**config.mk**
```make
export PLATFORM = sky130hd
export DESIGN_NAME = divider_bus_host
export DESIGN_NICKNAME = d
export VERILOG_FILES = /design/src/rtl/divider_bus_pkg.sv /design/src/rtl/divider_bus_host_wait_timer.sv /design/src/rtl/divider_bus_host.sv
export SDC_FILE = /design/constraint.sdc
export NUM_CORES = 1
export LEC_CHECK = 0
export BUFFER_PORTS_ARGS = -buffer_cell sky130_fd_sc_hd__buf_2
export CAP_MARGIN = 5
export CELL_PAD_IN_SITES_DETAIL_PLACEMENT = 1
export CELL_PAD_IN_SITES_GLOBAL_PLACEMENT = 1
export CORE_MARGIN = 10
export CORE_UTILIZATION = 45
export CTS_CLUSTER_SIZE = 28
export DETAILED_ROUTE_END_ITERATION = 8
export PLACE_DENSITY = 0.93
export SLEW_MARGIN = 20
export SYNTH_ARGS = -nofsm -noshare
export SYNTH_HDL_FRONTEND = slang
export SYNTH_SLANG_ARGS = --single-unit
```
**constraint.sdc**
```tcl
create_clock -name clk -period 8.05 [get_ports clk]
set_clock_uncertainty 0.2 [all_clocks]
set_input_delay 0.805 -clock clk [delete_from_list [all_inputs] [get_ports clk]]
set_output_delay 0.805 -clock clk [all_outputs]
set_load 0.005 [all_outputs]
```
**src/rtl/divider_bus_pkg.sv**
```systemverilog
// Shared types and constants for the divider byte-bus host: FSM states,
// byte count and byte-lane ordering for the outgoing operands and incoming results.
package divider_bus_pkg;

    typedef enum logic [2:0] {
        IDLE       = 3'd0,
        TX_DRIVE   = 3'd1,
        TX_RELEASE = 3'd2,
        RX_WAIT    = 3'd3,
        RX_ACK     = 3'd4,
        DONE       = 3'd5
    } state_t;

    localparam int unsigned NUM_BYTES = 4;
    localparam logic [1:0]  LAST_IDX  = 2'(NUM_BYTES - 1);

    localparam logic [1:0] LANE_DVD_LO = 2'd0;
    localparam logic [1:0] LANE_DVD_HI = 2'd1;
    localparam logic [1:0] LANE_DVS_LO = 2'd2;
    localparam logic [1:0] LANE_DVS_HI = 2'd3;

    localparam logic [1:0] LANE_QUO_LO = 2'd0;
    localparam logic [1:0] LANE_QUO_HI = 2'd1;
    localparam logic [1:0] LANE_REM_LO = 2'd2;
    localparam logic [1:0] LANE_REM_HI = 2'd3;

    function automatic logic [7:0] tx_byte(input logic [1:0]  idx,
                                           input logic [15:0] dividend,
                                           input logic [15:0] divisor);
        logic [7:0] b;
        case (idx)
            LANE_DVD_LO: b = dividend[7:0];
            LANE_DVD_HI: b = dividend[15:8];
            LANE_DVS_LO: b = divisor[7:0];
            LANE_DVS_HI: b = divisor[15:8];
            default:     b = 8'h00;
        endcase
        return b;
    endfunction

endpackage

```
**src/rtl/divider_bus_host_wait_timer.sv**
```systemverilog
// Saturating wait counter: flags expiry once it has counted TIMEOUT enabled
// cycles since the last clear. TIMEOUT of zero never expires.
module wait_timer #(
    parameter int unsigned TIMEOUT = 1024
) (
    input  logic clk,
    input  logic rst,
    input  logic clear,
    input  logic enable,
    output logic expired
);

    localparam int unsigned CW    = (TIMEOUT > 0) ? $clog2(TIMEOUT + 1) : 1;
    localparam logic [CW-1:0] LIMIT = CW'(TIMEOUT);

    logic [CW-1:0] count_r;

    // Wait-cycle counter, held at the limit once reached
    always_ff @(posedge clk or posedge rst) begin
        if (rst) begin
            count_r <= '0;
        end else if (clear) begin
            count_r <= '0;
        end else if (enable && (count_r != LIMIT)) begin
            count_r <= count_r + {{(CW-1){1'b0}}, 1'b1};
        end else begin
            count_r <= count_r;
        end
    end

    assign expired = (TIMEOUT != 32'd0) && (count_r == LIMIT);

endmodule

```
**src/rtl/divider_bus_host.sv**
```systemverilog
// Host master for the divider byte bus: serialises a 16-bit dividend/divisor as
// four bytes, collects four result bytes and returns quotient/remainder.
module divider_bus_host
    import divider_bus_pkg::*;
#(
    parameter int unsigned TIMEOUT = 1024
) (
    input  logic        clk,
    input  logic        rst,
    input  logic        req_valid,
    output logic        req_ready,
    input  logic [15:0] req_dividend,
    input  logic [15:0] req_divisor,
    output logic        resp_valid,
    output logic [15:0] resp_quotient,
    output logic [15:0] resp_remainder,
    output logic        resp_error,
    output logic        resp_timeout,
    output logic [7:0]  bus_data_in,
    output logic        bus_dataready,
    input  logic        bus_ready_to_accept,
    input  logic [7:0]  bus_data_out,
    input  logic        bus_out_buff_full,
    output logic        bus_receive_data,
    input  logic        bus_error
);

    state_t      state_r, state_s;
    logic [1:0]  idx_r, idx_s;
    logic [15:0] dividend_r, dividend_s;
    logic [15:0] divisor_r, divisor_s;
    logic [15:0] quotient_s, remainder_s;
    logic [7:0]  data_in_s;
    logic        error_s, timeout_s;
    logic        waiting_s, timer_clear_s, expired_s;

    assign waiting_s     = (state_r == TX_DRIVE) || (state_r == TX_RELEASE) ||
                           (state_r == RX_WAIT)  || (state_r == RX_ACK);
    assign timer_clear_s = (state_s != state_r) || !waiting_s;

    wait_timer #(.TIMEOUT(TIMEOUT)) u_wait_timer (
        .clk     (clk),
        .rst     (rst),
        .clear   (timer_clear_s),
        .enable  (waiting_s),
        .expired (expired_s)
    );

    // Next-state and datapath update; a timeout takes priority over any handshake
    always_comb begin
        state_s     = state_r;
        idx_s       = idx_r;
        dividend_s  = dividend_r;
        divisor_s   = divisor_r;
        quotient_s  = resp_quotient;
        remainder_s = resp_remainder;
        error_s     = resp_error;
        timeout_s   = resp_timeout;
        data_in_s   = bus_data_in;

        case (state_r)
            IDLE: begin
                if (req_valid) begin
                    dividend_s = req_dividend;
                    divisor_s  = req_divisor;
                    idx_s      = 2'd0;
                    error_s    = 1'b0;
                    timeout_s  = 1'b0;
                    state_s    = TX_DRIVE;
                end else begin
                    state_s = IDLE;
                end
            end
            TX_DRIVE: begin
                if (expired_s) begin
                    timeout_s = 1'b1;
                    state_s   = DONE;
                end else if (bus_ready_to_accept) begin
                    state_s = TX_RELEASE;
                end else begin
                    state_s = TX_DRIVE;
                end
            end
            TX_RELEASE: begin
                if (expired_s) begin
                    timeout_s = 1'b1;
                    state_s   = DONE;
                end else if (!bus_ready_to_accept) begin
                    if (idx_r == LAST_IDX) begin
                        idx_s   = 2'd0;
                        state_s = RX_WAIT;
                    end else begin
                        idx_s   = idx_r + 2'd1;
                        state_s = TX_DRIVE;
                    end
                end else begin
                    state_s = TX_RELEASE;
                end
            end
            RX_WAIT: begin
                if (expired_s) begin
                    timeout_s = 1'b1;
                    state_s   = DONE;
                end else if (divisor_r == 16'd0) begin
                    // Device signals divide-by-zero instead of returning bytes
                    if (bus_error) begin
                        error_s     = 1'b1;
                        quotient_s  = 16'd0;
                        remainder_s = 16'd0;
                        state_s     = DONE;
                    end else begin
                        state_s = RX_WAIT;
                    end
                end else if (bus_out_buff_full) begin
                    case (idx_r)
                        LANE_QUO_LO: quotient_s[7:0]   = bus_data_out;
                        LANE_QUO_HI: quotient_s[15:8]  = bus_data_out;
                        LANE_REM_LO: remainder_s[7:0]  = bus_data_out;
                        LANE_REM_HI: remainder_s[15:8] = bus_data_out;
                        default:     quotient_s        = resp_quotient;
                    endcase
                    state_s = RX_ACK;
                end else begin
                    state_s = RX_WAIT;
                end
            end
            RX_ACK: begin
                if (expired_s) begin
                    timeout_s = 1'b1;
                    state_s   = DONE;
                end else if (!bus_out_buff_full) begin
                    if (idx_r == LAST_IDX) begin
                        state_s = DONE;
                    end else begin
                        idx_s   = idx_r + 2'd1;
                        state_s = RX_WAIT;
                    end
                end else begin
                    state_s = RX_ACK;
                end
            end
            DONE:    state_s = IDLE;
            default: state_s = IDLE;
        endcase

        if (state_s == TX_DRIVE) begin
            data_in_s = tx_byte(idx_s, dividend_s, divisor_s);
        end else begin
            data_in_s = bus_data_in;
        end
    end

    // State, operand and registered output update
    always_ff @(posedge clk or posedge rst) begin
        if (rst) begin
            state_r          <= IDLE;
            idx_r            <= 2'd0;
            dividend_r       <= 16'd0;
            divisor_r        <= 16'd0;
            resp_valid       <= 1'b0;
            resp_quotient    <= 16'd0;
            resp_remainder   <= 16'd0;
            resp_error       <= 1'b0;
            resp_timeout     <= 1'b0;
            bus_data_in      <= 8'd0;
            bus_dataready    <= 1'b0;
            bus_receive_data <= 1'b0;
        end else begin
            state_r          <= state_s;
            idx_r            <= idx_s;
            dividend_r       <= dividend_s;
            divisor_r        <= divisor_s;
            resp_valid       <= (state_s == DONE);
            resp_quotient    <= quotient_s;
            resp_remainder   <= remainder_s;
            resp_error       <= error_s;
            resp_timeout     <= timeout_s;
            bus_data_in      <= data_in_s;
            bus_dataready    <= (state_s == TX_DRIVE);
            bus_receive_data <= (state_s == RX_ACK);
        end
    end

    assign req_ready = (state_r == IDLE);

endmodule

```
After elaboration in Yosys (flattened, before gate mapping)
Index checks and enable logic that the tools add are counted.

word-level totals
  bits in registers = 93
  input bits = 46
  output and inout port bits = 46
  logic and storage cells = 110

operators by class
  $add $sub $neg = 2
  eq/ne operators = 22
  mux-type cells = 45
  bitwise logic cells = 1
  reduce and logical (&&, ||, !) cells = 25

operators with widths
  operator                                        number
  two-way mux 16 bit                              9
  two-way mux 8 bit                               4
  one-hot mux 8 bit (4 select lines)              1
  two-way mux 3 bit                               10
  AND reduction 5 bit                             5
  two-way mux 11 bit                              2
  two-way mux 2 bit                               9
  logical NOT 16 bit                              1
  nonzero test 2 bit                              8
  one-hot mux 3 bit (5 select lines)              1
  adder 11 x 1 -> 11 bit (second input constant)  1
  == test 11 bit (second input constant)          1
  != test 11 bit (second input constant)          1
  == test 3 bit (second input constant)           3
  == test 2 bit (second input constant)           4
  != test 2 bit (second input constant)           4
  == test 3 x 1 -> 1 bit (second input constant)  2
  == test 3 x 2 -> 1 bit (second input constant)  2
  two-way mux 1 bit                               6
  one-hot mux 2 bit (3 select lines)              1
  == test 2 x 1 -> 1 bit (second input constant)  2
  logical NOT 2 bit                               2
  logical OR 1 bit                                4
  != test 2 x 1 -> 1 bit (second input constant)  2
  other kinds (9)                                 10

Longest topological paths before layout
Gate-level depths: netlist of run 1.

  depth in word-level cells = 8
  depth in mapped cells = 11
  gate-level depth less buffers = 9

By module
A second synthesis of run 1 with hierarchy kept.

second synthesis, totals
  cells, all modules = 361
  area, all modules = 4409.2 sq um

by module, submodules not included
  module            instances  cells each  area an instance (sq um)  sequential area each (sq um)
  divider_bus_host  1          295         3784.9                    2052.0
  wait_timer        1          66          624.3                     275.3

Worst setup path after synthesis of run 1
OpenSTA, ideal clock, no wires.

  path kind = input -> register
  start point = input bus_out_buff_full
  end point = register bus_data_in[7]
  setup time = 0.134 ns
  data arrival time = 2.320 ns
  data required time = 7.716 ns
  slack = 5.396 ns
  stages on the path = 8
  path buffers = 2
  cells stage by stage = or4b_1 a2bb2oi_1 mux2i_4 buf_4 buf_4 o21bai_1 a21oi_1 o31ai_2

between the ends
  word-level cells in the longest chain between the ends = 5
  elaborated cells on any way between the ends = 15
  classes of those cells = 4 x eq/ne; 10 x mux; 1 x reduce/logical

ends and longest elaborated chain
  element                                                                              line                                              source
  from (decl)                                                                          divider_bus_host.sv:23                            input logic bus_out_buff_full,
  two-way mux 2 bit / two-way mux 3 bit (equally long branches)                        divider_bus_host.sv:131, divider_bus_host.sv:114
  two-way mux 2 bit / two-way mux 3 bit (equally long branches)                        divider_bus_host.sv:128, divider_bus_host.sv:104
  one-hot mux 2 bit (3 select lines) / two-way mux 3 bit (equally long branches)       divider_bus_host.sv:61, divider_bus_host.sv:101
  == test 2 bit (tied with other cells)                                                divider_bus_pkg.sv:31                             case (idx)
  one-hot mux 8 bit (4 select lines) / == test 3 x 1 -> 1 bit (equally long branches)  divider_bus_pkg.sv:31, divider_bus_host.sv:146
  to (signal assigned)                                                                 divider_bus_host.sv:178                           bus_data_in <= data_in_s;
  to (decl)                                                                            divider_bus_host.sv:19                            output logic [7:0] bus_data_in,

Parallel ways exist; a longest one is shown, timed or not.
A chain may end at the register's enable or synchronous reset.

Final worst setup path of run 1
  start point = register divisor_r[3]
  end point = register bus_data_in[4]

between the ends
  word-level cells in the longest chain between the ends = 5

ends and longest elaborated chain
  element                             line                     source
  from (decl)                         divider_bus_host.sv:31   logic [15:0] divisor_r, divisor_s;
  from (signal assigned)              divider_bus_host.sv:172  divisor_r <= divisor_s;
  logical NOT 16 bit                  divider_bus_host.sv:104  end else if (divisor_r == 16'd0) begin
  two-way mux 3 bit                   divider_bus_host.sv:104
  two-way mux 3 bit                   divider_bus_host.sv:101  if (expired_s) begin
  one-hot mux 3 bit (5 select lines)  divider_bus_host.sv:61   case (state_r)
  == test 3 x 1 -> 1 bit              divider_bus_host.sv:146  if (state_s == TX_DRIVE) begin

No other way between the ends.

==> results of run 1 <==
## final cells by class
| type | instances | area share |
|---|---|---|
| timing repair buffer | 95 | 0.0953 |
| clock buffer | 11 | 0.0256 |
| multi-input combinational | 240 | 0.373 |
| sequential | 93 | 0.454 |
| clock inverter | 5 | 0.0115 |
| inverter | 12 | 0.00902 |
| tap | 133 | 0.0324 |
## routing by layer
metal,track usage,vias to the layer above,wire length (um)
li1,-,1521,-
met1,0.205,1688,4980
met2,0.310,93,6460
met3,0.0378,21,611
met4,0.0763,0,321
met5,0,-,0
## registers in the layout, indices dropped and copies added, names as in the netlist
name / flops
state_r: 3
resp_quotient: 16
resp_error: 1
divisor_r: 16
resp_remainder: 16
bus_receive_data: 1
bus_data_in: 8
dividend_r: 16
resp_timeout: 1
idx_r: 2
resp_valid: 1
bus_dataready: 1
u_wait_timer.count_r: 11
## cell families after synthesis
group / after synthesis / share of synthesized area
compound gates: 102 / 0.184
flops: 93 / 0.529
mux: 34 / 0.0893
xor+xnor: 13 / 0.0259
simple gates: 85 / 0.116
fa+ha+maj: 6 / 0.0171
buf+inv: 35 / 0.0387
## power groups by stage
stage / clock network [mW] / registers, mW / logic, mW
floorplan: 0 / 0.715 / 0.560
global placement: 0 / 0.741 / 0.735
detailed placement: 0 / 0.753 / 0.774
CTS: 0.317 / 0.745 / 0.786
global route: 0.339 / 0.766 / 0.857
finish: 0.314 / 0.746 / 0.776
## Yosys cell counts, types with 5 or more instances
cell type / n
buf_2: 6
nor4_1: 5
buf_4: 5
nand2_1: 12
o21bai_1: 17
a22o_1: 32
or3_1: 18
and3_1: 9
a21oi_1: 18
ha_1: 6
clkbuf_1: 10
inv_1: 7
o31ai_1: 8
o31ai_2: 8
mux2_2: 16
dfrtp_1: 93
xnor2_1: 9
inv_2: 5
nand3_1: 6
nor2_1: 15
mux2_1: 16
## worst max-delay path: stages (launching register included)
cell	delay, ns
dfrtp_1	0.39
nor4_1	0.43
nand4_1	0.36
mux2i_1	0.39
o211ai_1	0.39
or3_1	0.70
o31ai_2	0.33
## worst max path at each step
stage | startpoint | endpoint | slack, ns | depth (start not counted)
floorplan | rst | bus_data_in[0] | 4.62 | 1
global placement | bus_out_buff_full | bus_data_in[3] | 4.80 | 7
detailed placement | bus_out_buff_full | bus_data_in[7] | 4.69 | 7
CTS | divisor_r[3] | bus_data_in[4] | 4.75 | 6
global route | divisor_r[3] | bus_data_in[6] | 4.54 | 6
finish | divisor_r[3] | bus_data_in[4] | 4.75 | 6
==> results.md, run 1 <==
- Relative max-transition margin: 0.402
- Hold Crit Start: resp_timeout
- Final nets: between 500 and 600
- Synth area leaders: dfrtp_1, a22o_1, mux2_1, mux2_2, o21bai_1
- Hold Crit Depth: 2
- H-Tree Depth: 3
- First-pass DRT Iterations: 4
- Worst r2r src: divisor_r[3]
- Post-CTS sizing: 0
- CTS sink cnt: 93
- Grt total ovfl: 0
- DP Wirelength: just over 9 mm
- Ys async rst share: 1.00
- Hold Crit Class: reg -> reg
- Psw: ~0.7 mW
- Switch share: 0.378
- Initial antenna violation count: 0
- RSZ-0062 raised after global routing: no
- Worst R2R Path Depth: 6
- GRT Util Overall: 0.177
- Buffers on Ports: between 90 and 100
- Final core utilization: 0.532
- Num CTS Buffers: 9
- Leak: 2.49 nW
- Die Ht: ~120 um
- Initial DRC count: 210
- Rows: 36
- Most frequent cells in the layout: dfrtp_1, buf_2, a22o_1
- Synth Cell Area: between 4000 and 5000 sq um
- Hold Fails Final Rpt: 0
- MaxCap Viol Count: 0
- Worst setup EP type: flip-flop
- Worst r2r dst: bus_data_in[4]
- Register area: between 2000 and 2500 sq um
- R2R Setup Slk: approximately 4.8 ns
- Internal: around 1.1 mW
- Post-DP Area: a little under 5000 sq um
- Die Area: 14100 sq um
- Layout area overhead: 16.7%
- CTS tree: yes
- Placed Instances: 573
- Tmin final: roughly 3.3 ns
- Number of synthesis warnings: 0
- Finish-stage setup viols: 0
- DR WL/cell: 21.0 um
- Post-CTS Hold Fix Bufs: 0
- Setup Fix Bufs, Post-CTS: 0
- Fin cells: between 500 and 600
- Initial Util: 0.456
- Critical path type: reg -> reg
- CP max FO: 12
- Slew @ Worst Pin: between 0.8 and 0.9 ns
- Clk slew on worst S/H paths: 0.09 ns
- Outcome: finished, final reports clean
- Crit path required time: around 8 ns
- Sequential element share of the synthesized area: 0.529
- CTS Root Buffer Type: clkbuf_8
- Final setup TNS: 0 ns
- Gpl congestion: ~0.87
- Syn Inst Count: 368
- Pin count of the biggest net entering global routing: 94
- # fillers: 1055
- DR vias/cell: 5.64
- Skew-Pair Late Insertion Delay: 0.36 ns
- Reg power frac: 0.406
- Share of cells above drive strength 1: 0.329
- Longest Clk Path Bufs: 2
- Synth Register Bits: 93
- Remaining DRCs: 0
- Smallest hold slack: 0.291 ns
- First-pass GRT wire length: approximately 20 mm
- IO Count: 92
- Ys flop type: dfrtp_1
- Final Slew Violations: 0
- Antenna Cells: 0
- Overall Power: 1.84 mW
- Vias in the first global route: around 3700
- Area of the multi-input gates: 1910 sq um
- Die width: around 120 um
- Via Count: around 3300
- Worst setup SP type: flip-flop
- Peak supply drop: about 0.19 mV
- Core ar.: about 9600 sq um
- Pre-CTS setup slack: 4.69 ns
- Yosys cell types: 53
- Clk pwr share: 0.171
- Commonest non-fill, non-tap cell in the layout: dfrtp_1
- Avg Synthesized Cell Area: around 12 sq um
- Syn Nets: 420
- Remaining antenna violation count: 0
- Power density over the cells: 358 nW/um^2
- Post-synth top area cell: dfrtp_1
- Fmax: 303 MHz
- Critical Path AT: roughly 3.4 ns
- Hold endpoint: resp_timeout
- Top-area cell type share of the netlist area: 0.529
- Finished Cell Area: just over 5000 sq um
- Fin worst setup slack: about 4.8 ns
- Logic gate share of total power: 0.423
- Final period util: 0.409
- WL final: 12.4 mm
- Post-synth EDFFs: 0
Power figures use the tool's default switching activity.
==> run 2, diff against run 1 <==
CORE_UTILIZATION = 39   (was 45)
PLACE_DENSITY = 0.87   (was 0.93)
clock period = 3 ns   (was 8.05 ns; I/O delays follow)
==> results.md, run 2 (synthesis gave the netlist of run 1 again) <==
- Outcome: finished, final reports clean
- CTS Root Buffer Type: clkbuf_16
- Final period util: 0.884
- Hold Fails Final Rpt: 0
- Tmin final: between 2 and 3 ns
- Commonest non-fill, non-tap cell in the layout: dfrtp_1
- DP Wirelength: ~9 mm
- Critical path type: reg -> reg
- Clk slew on worst S/H paths: roughly 0.07 ns
- Initial Util: 0.402
- Layout area overhead: 21.3%
- Smallest hold slack: about 0.011 ns
- CTS sink cnt: 93
- Power density over the cells: a little under 1000 nW/um^2
- Antenna Cells: 0
- Critical Path AT: roughly 2.7 ns
- Fin worst setup slack: roughly 0.35 ns
- Peak supply drop: about 0.57 mV
- Initial antenna violation count: 0
- Final setup TNS: 0 ns
- Crit-path cells: inv_1, ha_1, nor4b_2, and3_2, o311ai_1, o211ai_1, or3_4, o31ai_2
- Hold Crit Start: req_dividend[0]
- Die Area: approximately 16000 sq um
- Die Ht: between 100 and 150 um
- Hold endpoint: dividend_r[0]
- First-pass GRT wire length: 20.5 mm
- Num CTS Buffers: 9
- Placed Instances: 584
- Longest Clk Path Bufs: 2
- RSZ-0062 raised after global routing: no
- Max incr delay on CP: around 0.50 ns
- Remaining DRCs: 0
- Finish-stage setup viols: 0
- Hold Crit Depth: 2
- Die width: between 100 and 150 um
- Rows: 38
- Most frequent cells in the layout: dfrtp_1, buf_2, a22o_1
- Pin count of the biggest net entering global routing: 59
- Fin cells: 604
- CTS tree: yes
- Initial DRC count: between 200 and 250
- Worst r2r src: u_wait_timer.count_r[0]
- DR vias/cell: between 5 and 6
- Buffers on Ports: between 90 and 100
- Worst setup EP type: flip-flop
- Worst r2r dst: bus_data_in[7]
- GRT Util Overall: 0.158
- WL final: 12.4 mm
- Share of cells above drive strength 1: 0.338
- H-Tree Depth: 3
- Finished Cell Area: roughly 5300 sq um
- # fillers: around 1200
- R2R Setup Slk: roughly 0.35 ns
- Crit path required time: 3.05 ns
- Pre-CTS setup slack: about 0.17 ns
- Gpl congestion: around 0.8
- Final Slew Violations: 0
- Crit. Startpoint: u_wait_timer.count_r[0]
- Hold Crit Class: in -> reg
- Worst setup SP type: flip-flop
- Leak: around 2.6 nW
- Relative max-transition margin: 0.588
- Remaining antenna violation count: 0
- Crit-path slowest cell: or3_4
- Vias in the first global route: about 3800
- CP max FO: 9
- Worst R2R Path Depth: 8
- Final nets: 511
- Fmax: between 300 and 400 MHz
- MaxCap Viol Count: 0
- Grt total ovfl: 0
- Skew-Pair Late Insertion Delay: about 0.34 ns
- IO Count: 92
- Via Count: between 3000 and 4000
- First-pass DRT Iterations: 4
- Slew @ Worst Pin: a little over 0.6 ns
- DR WL/cell: 20.6 um
- Post-DP Area: around 5000 sq um
- Core ar.: between 10000 and 15000 sq um
-- run 2: cell types whose count changed in the layout (fill, tap and decap cells not counted), moves of 2 or more --
| cell | previous run | this run |
|---|---|---|
| buf_4 | 3 | 6 |
| buf_12 | 0 | 2 |
| dlygate4sd3_1 | 0 | 4 |
| clkbuf_16 | 0 | 9 |
| clkbuf_8 | 9 | 2 |
-- run 2: routing by layer --
layer	share of wire	vias up	GRT usage
met5	0	-	0
met1	0.42	1702	0.186
met4	0.013	0	0.0415
met3	0.051	14	0.0495
li1	-	1527	-
met2	0.51	92	0.272
-- run 2: final cells by class --
| class | instances | area, sq um | area share |
|---|---|---|---|
| clock buffers | 12 | 256 | 0.0481 |
| flip-flops and latches | 93 | 2330 | 0.436 |
| clock inverters | 4 | 30.0 | 0.00563 |
| well taps | 140 | 175 | 0.0328 |
| repair buffers | 103 | 581 | 0.109 |
| inverters | 12 | 46.3 | 0.00868 |
| multi-input cells | 240 | 1920 | 0.360 |
-- run 2: what timing repair did --
action	in CTS	in global routing
gates resized for setup	0	2
setup buffers	0	0
endpoints found under the hold margin	38	0
setup endpoints to repair	0	8
hold buffers	4	0
-- run 2: critical path: cells and delay by family, from the launching register on --
kind / cells / cell delay (ns)
and+or+nand+nor: 3 / 0.96
AOI/OAI and AO/OA: 3 / 0.75
DFF: 1 / 0.37
adders and majority gates: 1 / 0.20
buffers and inverters: 1 / 0.09
-- run 2: worst max-delay path by stage --
stage,slack [ns],cells after the start,to
after floorplan,0.08,1,bus_data_in[0]
after global placement,0.28,8,bus_data_in[5]
after detailed placement,0.17,8,bus_data_in[1]
after CTS,0.11,8,bus_data_in[5]
after global routing,0.16,9,bus_data_in[5]
final,0.35,8,bus_data_in[7]
-- run 2: power by group --
group	switching [mW]	internal (mW)	total, mW
sequential	0.299	1.71	2.01
clock	0.492	0.613	1.10
combinational	1.12	1.02	2.13
-- run 2: metrics by stage --
step | power, mW | util
final | 5.25 | 0.488
after global routing | 5.62 | 0.488
after CTS | 5.31 | 0.487
after floorplan | 3.42 | -
after detailed placement | 4.15 | 0.457
after global placement | 4.03 | 0.457
